$ cat config.mk
export PLATFORM = sky130hd
export DESIGN_NAME = axi_lite_cmd_arbiter
export DESIGN_NICKNAME = d
export VERILOG_FILES = /design/src/rtl/axi_lite_arb_pkg.sv /design/src/rtl/rr_arbiter.sv /design/src/rtl/axi_lite_cmd_arbiter.sv
export SDC_FILE = /design/constraint.sdc
export NUM_CORES = 1
export LEC_CHECK = 0
export ABC_AREA = 1
export BUFFER_PORTS_ARGS = -buffer_cell sky130_fd_sc_hd__buf_2
export CAP_MARGIN = 10
export CORE_AREA = 2 2 159 161
export DETAILED_ROUTE_END_ITERATION = 6
export DIE_AREA = 0 0 161 163
export GPL_TIMING_DRIVEN = 0
export HOLD_SLACK_MARGIN = 0.02
export SETUP_SLACK_MARGIN = 0.4
export SLEW_MARGIN = 15
export SYNTH_ARGS = -nofsm -noshare
export SYNTH_HDL_FRONTEND = slang
export SYNTH_SLANG_ARGS = --single-unit
export TNS_END_PERCENT = 10
$ cat constraint.sdc
create_clock -name clk -period 9.95 [get_ports clk]
set_clock_uncertainty 0.05 [all_clocks]
set_input_delay 1.4925 -clock clk [delete_from_list [all_inputs] [get_ports clk]]
set_output_delay 1.4925 -clock clk [all_outputs]
set_load 0.01 [all_outputs]
$ cat src/rtl/axi_lite_arb_pkg.sv
// Shared types and helpers for the AXI4-Lite command arbiter.
package axi_lite_arb_pkg;

    typedef enum logic [1:0] {
        IDLE  = 2'd0,
        ISSUE = 2'd1,
        WAIT  = 2'd2,
        RESP  = 2'd3
    } arb_state_t;

    // Index width for n requesters, never narrower than one bit.
    function automatic int unsigned id_width(input int unsigned n);
        return (n < 32'd2) ? 32'd1 : 32'($clog2(n));
    endfunction

endpackage

$ cat src/rtl/rr_arbiter.sv
// Combinational round-robin pick: first set request at or after i_ptr, wrapping.
module rr_arbiter
    import axi_lite_arb_pkg::*;
#(
    parameter int unsigned NUM_REQ = 4,
    localparam int unsigned ID_W   = id_width(NUM_REQ)
) (
    input  logic [NUM_REQ-1:0] i_req,
    input  logic [ID_W-1:0]    i_ptr,
    output logic [NUM_REQ-1:0] o_gnt,
    output logic [ID_W-1:0]    o_gnt_id,
    output logic               o_any
);

    logic [ID_W-1:0] w_idx;

    // Scan ptr, ptr+1, ... modulo NUM_REQ and keep the first hit.
    always_comb begin
        o_gnt    = '0;
        o_gnt_id = '0;
        o_any    = 1'b0;
        w_idx    = '0;
        for (int unsigned k = 0; k < NUM_REQ; k++) begin
            w_idx = ID_W'((32'(i_ptr) + k) % NUM_REQ);
            if (!o_any && i_req[w_idx]) begin
                o_any        = 1'b1;
                o_gnt[w_idx] = 1'b1;
                o_gnt_id     = w_idx;
            end
        end
    end

endmodule

$ cat src/rtl/axi_lite_cmd_arbiter.sv
// Round-robin sharing of one AXI4-Lite master command port among NUM_REQ
// requesters, one transaction in flight at a time.
module axi_lite_cmd_arbiter
    import axi_lite_arb_pkg::*;
#(
    parameter int unsigned NUM_REQ = 4,
    parameter int unsigned ADDR_W  = 32,
    parameter int unsigned DATA_W  = 32,
    localparam int unsigned ID_W   = id_width(NUM_REQ)
) (
    input  logic                      clk,
    input  logic                      rst,
    input  logic [NUM_REQ-1:0]        req_valid,
    input  logic [NUM_REQ-1:0]        req_write,
    input  logic [NUM_REQ*ADDR_W-1:0] req_addr,
    input  logic [NUM_REQ*DATA_W-1:0] req_wdata,
    output logic [NUM_REQ-1:0]        req_ready,
    output logic [NUM_REQ-1:0]        rsp_valid,
    output logic [DATA_W-1:0]         rsp_rdata,
    output logic [ID_W-1:0]           grant_id,
    output logic                      busy,
    output logic                      AXI_Start,
    output logic                      AXI_WriteEn,
    output logic [ADDR_W-1:0]         AXI_Addr,
    output logic [DATA_W-1:0]         AXI_WData,
    input  logic [DATA_W-1:0]         AXI_RData,
    input  logic                      AXI_Done
);

    arb_state_t          r_state;
    logic [ID_W-1:0]     r_ptr;
    logic [ID_W-1:0]     r_grant_id;
    logic                r_write;
    logic [ADDR_W-1:0]   r_addr;
    logic [DATA_W-1:0]   r_wdata;
    logic [DATA_W-1:0]   r_rdata;
    logic [NUM_REQ-1:0]  r_rsp_valid;
    logic                r_start;
    logic                r_busy;

    logic [NUM_REQ-1:0]  w_gnt;
    logic [ID_W-1:0]     w_gnt_id;
    logic                w_any;
    logic                w_sel_write;
    logic [ADDR_W-1:0]   w_sel_addr;
    logic [DATA_W-1:0]   w_sel_wdata;

    rr_arbiter #(
        .NUM_REQ (NUM_REQ)
    ) u_rr (
        .i_req    (req_valid),
        .i_ptr    (r_ptr),
        .o_gnt    (w_gnt),
        .o_gnt_id (w_gnt_id),
        .o_any    (w_any)
    );

    assign w_sel_write = req_write[w_gnt_id];
    assign w_sel_addr  = req_addr[32'(w_gnt_id) * ADDR_W +: ADDR_W];
    assign w_sel_wdata = req_wdata[32'(w_gnt_id) * DATA_W +: DATA_W];

    // Accept pulse is combinational so the winner sees it in the arbitration cycle.
    assign req_ready   = (!rst && r_state == IDLE) ? w_gnt : '0;

    assign rsp_valid   = r_rsp_valid;
    assign rsp_rdata   = r_rdata;
    assign grant_id    = r_grant_id;
    assign busy        = r_busy;
    assign AXI_Start   = r_start;
    assign AXI_WriteEn = r_write;
    assign AXI_Addr    = r_addr;
    assign AXI_WData   = r_wdata;

    // Arbitration FSM with command latch, response capture and rotating priority.
    always_ff @(posedge clk or posedge rst) begin
        if (rst) begin
            r_state     <= IDLE;
            r_ptr       <= '0;
            r_grant_id  <= '0;
            r_write     <= 1'b0;
            r_addr      <= '0;
            r_wdata     <= '0;
            r_rdata     <= '0;
            r_rsp_valid <= '0;
            r_start     <= 1'b0;
            r_busy      <= 1'b0;
        end else begin
            case (r_state)
                IDLE: begin
                    if (w_any) begin
                        r_write    <= w_sel_write;
                        r_addr     <= w_sel_addr;
                        r_wdata    <= w_sel_wdata;
                        r_grant_id <= w_gnt_id;
                        r_start    <= 1'b1;
                        r_busy     <= 1'b1;
                        r_state    <= ISSUE;
                    end
                end
                ISSUE: begin
                    r_start <= 1'b0;
                    r_state <= WAIT;
                end
                WAIT: begin
                    if (AXI_Done) begin
                        r_rdata     <= AXI_RData;
                        r_rsp_valid <= NUM_REQ'(1) << r_grant_id;
                        r_state     <= RESP;
                    end
                end
                RESP: begin
                    r_rsp_valid <= '0;
                    r_busy      <= 1'b0;
                    r_ptr       <= (r_grant_id == ID_W'(NUM_REQ - 1)) ? '0
                                                                       : r_grant_id + ID_W'(1);
                    r_state     <= IDLE;
                end
                default: begin
                    r_state <= IDLE;
                end
            endcase
        end
    end

endmodule

* Word-level counts from Yosys, hierarchy flattened
Cells that the tools add are included.
** Storage, ports and cells
- Register bits :: 109
- Bits in latches :: 0
- RAM bits :: 0
- ROM bits :: 0
- Input port bits :: 299
- Output and inout port bits :: 109
- Logic and storage cells :: 97
- Memories :: 0
** Operators by class
- $add $sub $neg :: 4
- Multiply operators :: 0
- Div/mod/pow operators :: 0
- Magnitude comparators :: 9
- Equality and inequality tests :: 6
- Shift operators :: 3
- Mux-type cells :: 40
- Bitwise logic cells :: 3
- Reductions and logical operators :: 22
** Operators by type and width (count)
- $shiftx 128x8->32 :: 2
- $mux 4 :: 6
- $lt 2x3->1 const B :: 5
- $mux 1 :: 14
- $mux 2 :: 7
- $or 4x4->4 :: 3
- $reduce_and 2->1 :: 6
- $bmux 1 s2 :: 5
- $demux 1 s2 :: 4
- $ge 2x1->1 const B :: 4
- $logic_and 1x1->1 :: 8
- $pmux 2 s4 :: 1
- $pmux 4 s2 :: 1
- $eq 2x2->1 const B :: 3
- $reduce_bool 2->1 :: 3
- $add 2x1->2 const B :: 2
- $add 2x2->2 const B :: 2
- $logic_not 1->1 :: 4
- $pmux 1 s2 :: 2
- $shl 1x2->4 const A :: 1
- $eq 2x1->1 const B :: 1
- $logic_not 2->1 :: 1
- $ne 2x1->1 const B :: 1
- $ne 2x2->1 const B :: 1

* Depth between registers and ports, before layout
Gate-level depths: netlist of the first run.
- Depth after elaboration :: 14
- Depth in mapped cells :: 16
- Depth with buffers taken out :: 14

* Hierarchy
A second synthesis of the first run with hierarchy kept.
** Second synthesis, totals
- Cells, all modules :: 1158
- Area total of the unflattened synthesis :: 7599.8 µm²
** By module, submodules not included
- axi_lite_cmd_arbiter :: times used 1, cells each 1084, area an instance 7159.4 µm²
- rr_arbiter :: times used 1, cells each 74, area an instance 440.4 µm²

* Worst setup path after synthesis of the first run
No wires, ideal clock.
- Path type :: input -> output
- Start :: input port req_valid[3]
- End :: output port req_ready[0]
- Arrival :: 2.345 ns
- Required time :: 8.408 ns
- Slack :: 6.062 ns
- Cell stages on the path :: 11
- Cells stage by stage :: inv_1 > nand2_1 > nand3_2 > nand2_4 > nor2_1 > nand2_1 > o21ai_0 > a31oi_1 > o21ai_0 > nand2_1 > inv_1
** On the way
- Cells in the longest elaborated chain, start to end :: 13
- Elaborated cells on any way between the ends :: 25
- Classes of those cells :: mux: 16; bitwise: 3; reduce/logical: 6
** RTL lines
- start: declaration :: RTL line axi_lite_cmd_arbiter.sv:13 : input logic [NUM_REQ-1:0] req_valid,
- $bmux 1 s2 :: RTL line rr_arbiter.sv:25 : if (!o_any && i_req[w_idx]) begin
- $mux 1 (not written as such) :: RTL line rr_arbiter.sv:25
- $mux 1 :: RTL line rr_arbiter.sv:25
- $logic_not 1->1 :: RTL line rr_arbiter.sv:25
- $logic_and 1x1->1 :: RTL line rr_arbiter.sv:25
- $mux 1 :: RTL line rr_arbiter.sv:25
- $logic_not 1->1 :: RTL line rr_arbiter.sv:25
- $logic_and 1x1->1 :: RTL line rr_arbiter.sv:25
- $mux 1 :: RTL line rr_arbiter.sv:25
- $logic_not 1->1 :: RTL line rr_arbiter.sv:25
- $logic_and 1x1->1 :: RTL line rr_arbiter.sv:25
- $mux 4 * :: RTL line rr_arbiter.sv:25
- $mux 4 * :: RTL line axi_lite_cmd_arbiter.sv:63 : assign req_ready = (!rst && r_state == IDLE) ? w_gnt : '0;
- end: declaration :: RTL line axi_lite_cmd_arbiter.sv:17 : output logic [NUM_REQ-1:0] req_ready,
Every way passes the cells marked *; elsewhere a longest branch is shown, timed or not. The select of a mux whose other input is x is not followed.

* Final worst setup path of the first run
- Start :: input port req_valid[3]
- End :: output port req_ready[3]
The elaborated chain is that of the path after synthesis.

==> results.json, run 1 <==
{
  "design_area_um2": 10200,
  "cp.arrival_ns": 2.79,
  "routed_wl_um": 28700,
  "ff_latch_area_um2": 2730,
  "drv_cap": 0,
  "avgSynthCellArea_um2": 6.72,
  "drc": 0,
  "postPlaceCellArea_um2": 9870,
  "grt_pass1_vias": 7885,
  "fin_util": 0.413,
  "syn_inst": 1099,
  "gp_congestion": 0.883,
  "ir_worst_vdd_uv": 167,
  "die_h_um": 163,
  "synthesis.nets": 1414,
  "synth_flop_cell": "dfrtp_1",
  "syn-cell-area_um2": 7380,
  "io_buffers": 407,
  "detail_route.wl_per_cell_um": 15.4,
  "cts_root_buf": "clkbuf_16",
  "status": "completed",
  "grt_use_total": 0.211,
  "final_layout_size_suffix_gt1_frac": 0.347,
  "hold_class": "flop to flop",
  "power_density_nw_per_um2": 387,
  "cp_data_required_time_ns": 8.41,
  "drt_iter0_markers": 566,
  "grt_pass1_wl_um": 43200,
  "areaGrowthSynthToFinish_pct": 38.0,
  "critical_path.max_fanout": 7,
  "grt_max_degree": 65,
  "boundaryPins": 408,
  "hold_viol": 0,
  "die_w_um": 161,
  "worst_slew_pin_slew_ns": 0.636,
  "setup.worst_path.end_class": "primary output",
  "rows": 58,
  "synthArstFlopShare": 1.00,
  "ant_nets": 0,
  "hpwl_um": 23000,
  "synth_edf_count": 0,
  "cts_tree": "yes",
  "synth_seq_area_share": 0.369,
  "cts_buffers": 9,
  "multi_input_area_um2": 3700,
  "fmax_mhz": 231,
  "criticalPathCategory": "primary input to primary output",
  "via_per_inst": 4.49,
  "slew-limit-headroom": 0.576,
  "period_needed_ns": 4.33,
  "initial_utilization": 0.299,
  "cts_max_level": 3,
  "start_kind": "primary input",
  "antenna_found_initial": 3,
  "first_pass_iters": 6,
  "finalSetupViolations": 0,
  "whs_ns": 0.431,
  "gr-total-overflow": 0,
  "cts_hold_buf": 0,
  "finalCritPeriodShare": 0.435,
  "totalNegativeSetupSlack_ns": 0,
  "core_area_um2": 24700,
  "synth_area_leaders": "dfrtp_1 (37%), nand2_1 (22%), nand3_1 (13%)",
  "ctsResizeCount": 0,
  "power_uw": 3940,
  "cts.sinks": 109,
  "synth_seq_cells": 109,
  "p_leak_uw": 0.00619,
  "vias": 8330,
  "ys_warn_count": 0,
  "fill_cells": 2651,
  "slew_violations": 0,
  "die_area_um2": 26200,
  "post-synth-top-area-cell": "dfrtp_1",
  "synth_top_area_frac": 0.369,
  "final_nets": 1833,
  "ys_types": 32,
  "post_cts_buffers": 0,
  "clock_path_buffers": 2,
  "clkTransAtPathRegs_ns": 0.08,
  "rsz0062_at_grt": "no",
  "insertion_delay_ns": 0.35
}
## report_power, final
group	switching, µW	total, µW	leakage [µW]	internal (µW)
combinational	1790	2760	0.00471	971
sequential	120	796	0.00133	676
clock	207	390	0.000152	183
total	2110	3940	0.00619	1830
## metal layers
layer | wire length, µm | GRT usage
met5 | 13 | 0
met4 | 977 | 0.0795
met3 | 2130 | 0.0463
met2 | 13700 | 0.362
met1 | 11800 | 0.261
## area by class of cell
cell class | instances | area share
inverter | 173 | 0.0642
sequential | 109 | 0.268
timing repair buffer | 408 | 0.203
antenna | 2 | 0.000491
clock inverter | 7 | 0.00896
tap | 330 | 0.0405
buffer | 59 | 0.0303
clock buffer | 9 | 0.0221
multi-input combinational | 758 | 0.363
## state kept, by name, summed over array words and instances (netlist names)
name         cells
busy             1
r_ptr            2
AXI_WriteEn      1
grant_id         2
AXI_Start        1
rsp_rdata       32
AXI_Addr        32
r_state          2
AXI_WData       32
rsp_valid        4
## logic make-up (layout without fill, tap and decap cells)
family / count (synthesis) / after routing / share of synthesized area
AND/OR/NAND/NOR: 686 / 686 / 0.407
buffers and inverters: 232 / 656 / 0.130
flip-flops: 109 / 109 / 0.369
multiplexers: 32 / 32 / 0.0488
AO/OA/AOI/OAI: 24 / 24 / 0.0180
adder cells (fa/ha/maj): 16 / 16 / 0.0271
other: 0 / 2 / 0
## cell usage in the layout (no fill, tap or decap), types with 5 or more instances in the layout
master	n
buf_2	435
buf_4	11
clkbuf_1	13
clkbuf_16	9
dfrtp_1	109
ha_1	16
inv_1	167
mux2_2	32
nand2_1	429
nand3_1	198
o21ai_0	11
o21ai_1	5
or2_1	27
or2_2	14
## Yosys cell counts, types with 11 or more instances
cell type,number
buf_4,11
mux2_2,32
inv_1,168
dfrtp_1,109
or2_2,14
clkbuf_1,13
or2_1,27
nand2_1,429
ha_1,16
nand3_1,198
buf_2,28
o21ai_0,11
## stage by stage
| stage | setup WS, ns | std cells |
|---|---|---|
| after CTS | 5.66 | 1853 |
| final | 5.62 | 1855 |
| after detailed placement | 5.66 | 1837 |
| after floorplan | 5.53 | 1099 |
| after global placement | 3.92 | 1836 |
| after global routing | 5.53 | 1854 |
## worst paths after layout
check / from / endpoint / slack (ns) / cells after the start
max: req_valid[3] / req_ready[3] / 5.62 / 11
max in group asynchronous: rst / AXI_WData[24]$_DFFE_PP0P_ / 8.06 / 3
max reg2reg: r_ptr[0]$_DFFE_PP0P_ / AXI_Addr[5]$_DFFE_PP0P_ / 6.92 / 14
min reg2reg: AXI_WData[28]$_DFFE_PP0P_ / AXI_WData[28]$_DFFE_PP0P_ / 0.43 / 2
min: AXI_WData[28]$_DFFE_PP0P_ / AXI_WData[28]$_DFFE_PP0P_ / 0.43 / 2
min in group asynchronous: rst / r_ptr[0]$_DFFE_PP0P_ / 1.11 / 2
## worst max-delay path, stage by stage
cell and delay (ns):
buf_2 0.12, inv_1 0.07, nand2_1 0.08, nand3_2 0.11
nand2_4 0.09, inv_1 0.11, nand4_1 0.18, o2111ai_1 0.25
nand2_1 0.07, inv_1 0.07, buf_2 0.13
No activity file was read; power rests on OpenSTA's default activity.
==> run 2: changes to the inputs <==
Settings changed: ABC_AREA 1 to 0, CORE_AREA 2 2 159 161 to 2 2 158 160, DIE_AREA 0 0 161 163 to 0 0 160 162.
Clock period 9.95 ns to 4.4 ns, I/O delays scaled along.
==> results.json, run 2 <==
{
  "synth.most_common_cell": "inv_1",
  "finalCritPeriodShare": 0.872,
  "drv_cap": 0,
  "synth_edf_count": 0,
  "ys_warn_count": 0,
  "worst_slew_pin_slew_ns": 0.711,
  "die_area_um2": 25900,
  "avgSynthCellArea_um2": 8.97,
  "synth_flop_cell": "dfrtp_1",
  "cts_buffers": 9,
  "fmax_mhz": 261,
  "cts_hold_buf": 0,
  "final_nets": 1617,
  "initial_utilization": 0.327,
  "grt_pass1_vias": 8726,
  "grt_use_total": 0.246,
  "timing.final.ws_setup_ns": 0.563,
  "critical_path.max_fanout": 10,
  "fill_cells": 2496,
  "met2_length_um": 16000,
  "crit_chain": "buf_4 > inv_1 > ha_1 > clkbuf_1 > or3b_2 > a211o_1 > a21oi_2 > o21ai_0 > a21oi_1 > buf_2",
  "cts_root_buf": "clkbuf_16",
  "synth_top_area_frac": 0.346,
  "hold_viol": 0,
  "cts_tree": "yes",
  "cts_max_level": 3,
  "final_common_cell": "buf_2",
  "final_layout_size_suffix_gt1_frac": 0.416,
  "totalNegativeSetupSlack_ns": 0,
  "p_leak_uw": 0.00533,
  "synth_seq_cells": 109,
  "areaGrowthSynthToFinish_pct": 36.3,
  "highest_layer": "met5",
  "clkTransAtPathRegs_ns": 0.10,
  "gp_congestion": 0.925,
  "drc": 0,
  "rows": 57,
  "whs_ns": 0.270,
  "boundaryPins": 408,
  "drt-met1-wl_um": 13700,
  "slew_violations": 0,
  "multi_input_area_um2": 4150,
  "hpwl_um": 25700,
  "cpPeakStageDelay_ns": 0.50,
  "ir_worst_vdd_uv": 250,
  "detail_route.wl_per_cell_um": 20.3,
  "grt_max_degree": 33,
  "die_h_um": 162,
  "insertion_delay_ns": 0.37,
  "fin_cells": 1633,
  "synthArstFlopShare": 1.00,
  "cp_data_required_time_ns": 3.69,
  "rsz0062_at_grt": "no",
  "die_w_um": 160,
  "syn_inst": 879,
  "cp_top_family": "compound AO/OA/AOI/OAI gates",
  "synthesis.nets": 1194,
  "cts.sinks": 109,
  "io_buffers": 406,
  "syn-cell-area_um2": 7890,
  "gr-total-overflow": 0,
  "power_uw": 7590,
  "via_per_inst": 5.47,
  "met3_length_um": 2620,
  "criticalPathCategory": "flop to primary output",
  "setup.worst_path.end_class": "primary output",
  "post-synth-top-area-cell": "dfrtp_1",
  "ys_types": 45,
  "status": "completed",
  "ant_nets": 0,
  "grt_pass1_wl_um": 49800,
  "vias": 8932,
  "slew-limit-headroom": 0.514,
  "antenna_found_initial": 4,
  "routed_wl_um": 33200,
  "hold_class": "primary input to async pin",
  "start_kind": "flop",
  "dpl.cell_count": 1612,
  "clock_path_buffers": 2,
  "cp.arrival_ns": 3.13,
  "finalSetupViolations": 0,
  "synth_seq_area_share": 0.346,
  "final_cell_mix": "buf_2 (444), inv_1 (137), a211oi_1 (130)",
  "post-place-ws_ns": 0.630,
  "cp_slowest_cell": "or3b_2",
  "period_needed_ns": 3.84,
  "critPathBufInv": 4,
  "power_density_nw_per_um2": 707,
  "synth_common_cells": "inv_1 (138), a211oi_1 (130), dfrtp_1 (109)",
  "core_area_um2": 24100,
  "drt_iter0_markers": 760,
  "synth_area_leaders": "dfrtp_1 (35%), a211oi_1 (12%), a221oi_1 (7.2%)",
  "first_pass_iters": 5,
  "ff_latch_area_um2": 2730
}
==> run 2: changes by cell type after synthesis, sizes merged, moves of 8 or more <==
cell,change
or2,-41
clkbuf,+40
buf,+8
a2111oi,+65
nand3,-200
o31ai,+65
a221oi,+65
a211oi,+131
inv,-34
nand2,-351
==> run 2: timing repair <==
action                                 4_1_cts  5_1_grt
gates resized for setup                      1        1
buffers inserted                             0        3
endpoints found under the hold margin        0        0
setup endpoints to repair                    4        4
==> run 2: per-stage QoR <==
| step | util | instance area (µm²) |
|---|---|---|
| global placement | 0.428 | 10300 |
| global route | 0.446 | 10700 |
| finish | 0.446 | 10700 |
| detailed placement | 0.431 | 10400 |
| CTS | 0.444 | 10700 |
| floorplan | - | 7890 |
==> run 2: cell families (layout without fill, tap and decap cells) <==
| logic type | after synthesis | count (layout) | synth area share |
|---|---|---|---|
| AOI/OAI and AO/OA | 365 | 365 | 0.383 |
| buffers and inverters | 245 | 673 | 0.128 |
| other | 0 | 2 | 0 |
| adders and majority gates | 16 | 16 | 0.0254 |
| and+or+nand+nor | 105 | 105 | 0.0584 |
| DFF | 109 | 109 | 0.346 |
| muxes | 39 | 39 | 0.0593 |
==> run 2: final timing paths <==
kind                       slack, ns                 startpoint  cells after the start                         to
max                             0.56       r_ptr[0]$_DFFE_PP0P_                     10               req_ready[1]
max reg2reg                     0.67       r_ptr[0]$_DFFE_PP0P_                     11  AXI_WData[29]$_DFFE_PP0P_
min in group clk                0.43  AXI_WData[15]$_DFFE_PP0P_                      2  AXI_WData[15]$_DFFE_PP0P_
min                             0.27                        rst                      2   rsp_rdata[2]$_DFFE_PP0P_
min reg2reg                     0.43  AXI_WData[15]$_DFFE_PP0P_                      2  AXI_WData[15]$_DFFE_PP0P_
max in group asynchronous       3.24                        rst                      4  AXI_WData[26]$_DFFE_PP0P_
==> run 2: metal layers <==
metal | track usage | vias up
met1 | 0.312 | 4271
met5 | 0 | -
li1 | - | 4187
met4 | 0.0839 | 2
met2 | 0.412 | 419
met3 | 0.0600 | 53
==> run 2: power by group <==
| group | internal, µW | leakage, µW | switching [µW] | total, µW |
|---|---|---|---|---|
| Sequential | 1520 | 0.00132 | 280 | 1800 |
| Clock | 425 | 0.000157 | 487 | 913 |
| Combinational | 1920 | 0.00384 | 2960 | 4880 |
==> run 2: layout make-up <==
cell class,instances,share of cell area
Antenna cell,2,0.000466
Timing Repair Buffer,412,0.197
Clock inverter,7,0.00943
Inverter,138,0.0486
Buffer,107,0.0455
Clock buffer,9,0.0210
Sequential cell,109,0.254
Tap cell,324,0.0377
Multi-Input combinational cell,525,0.387
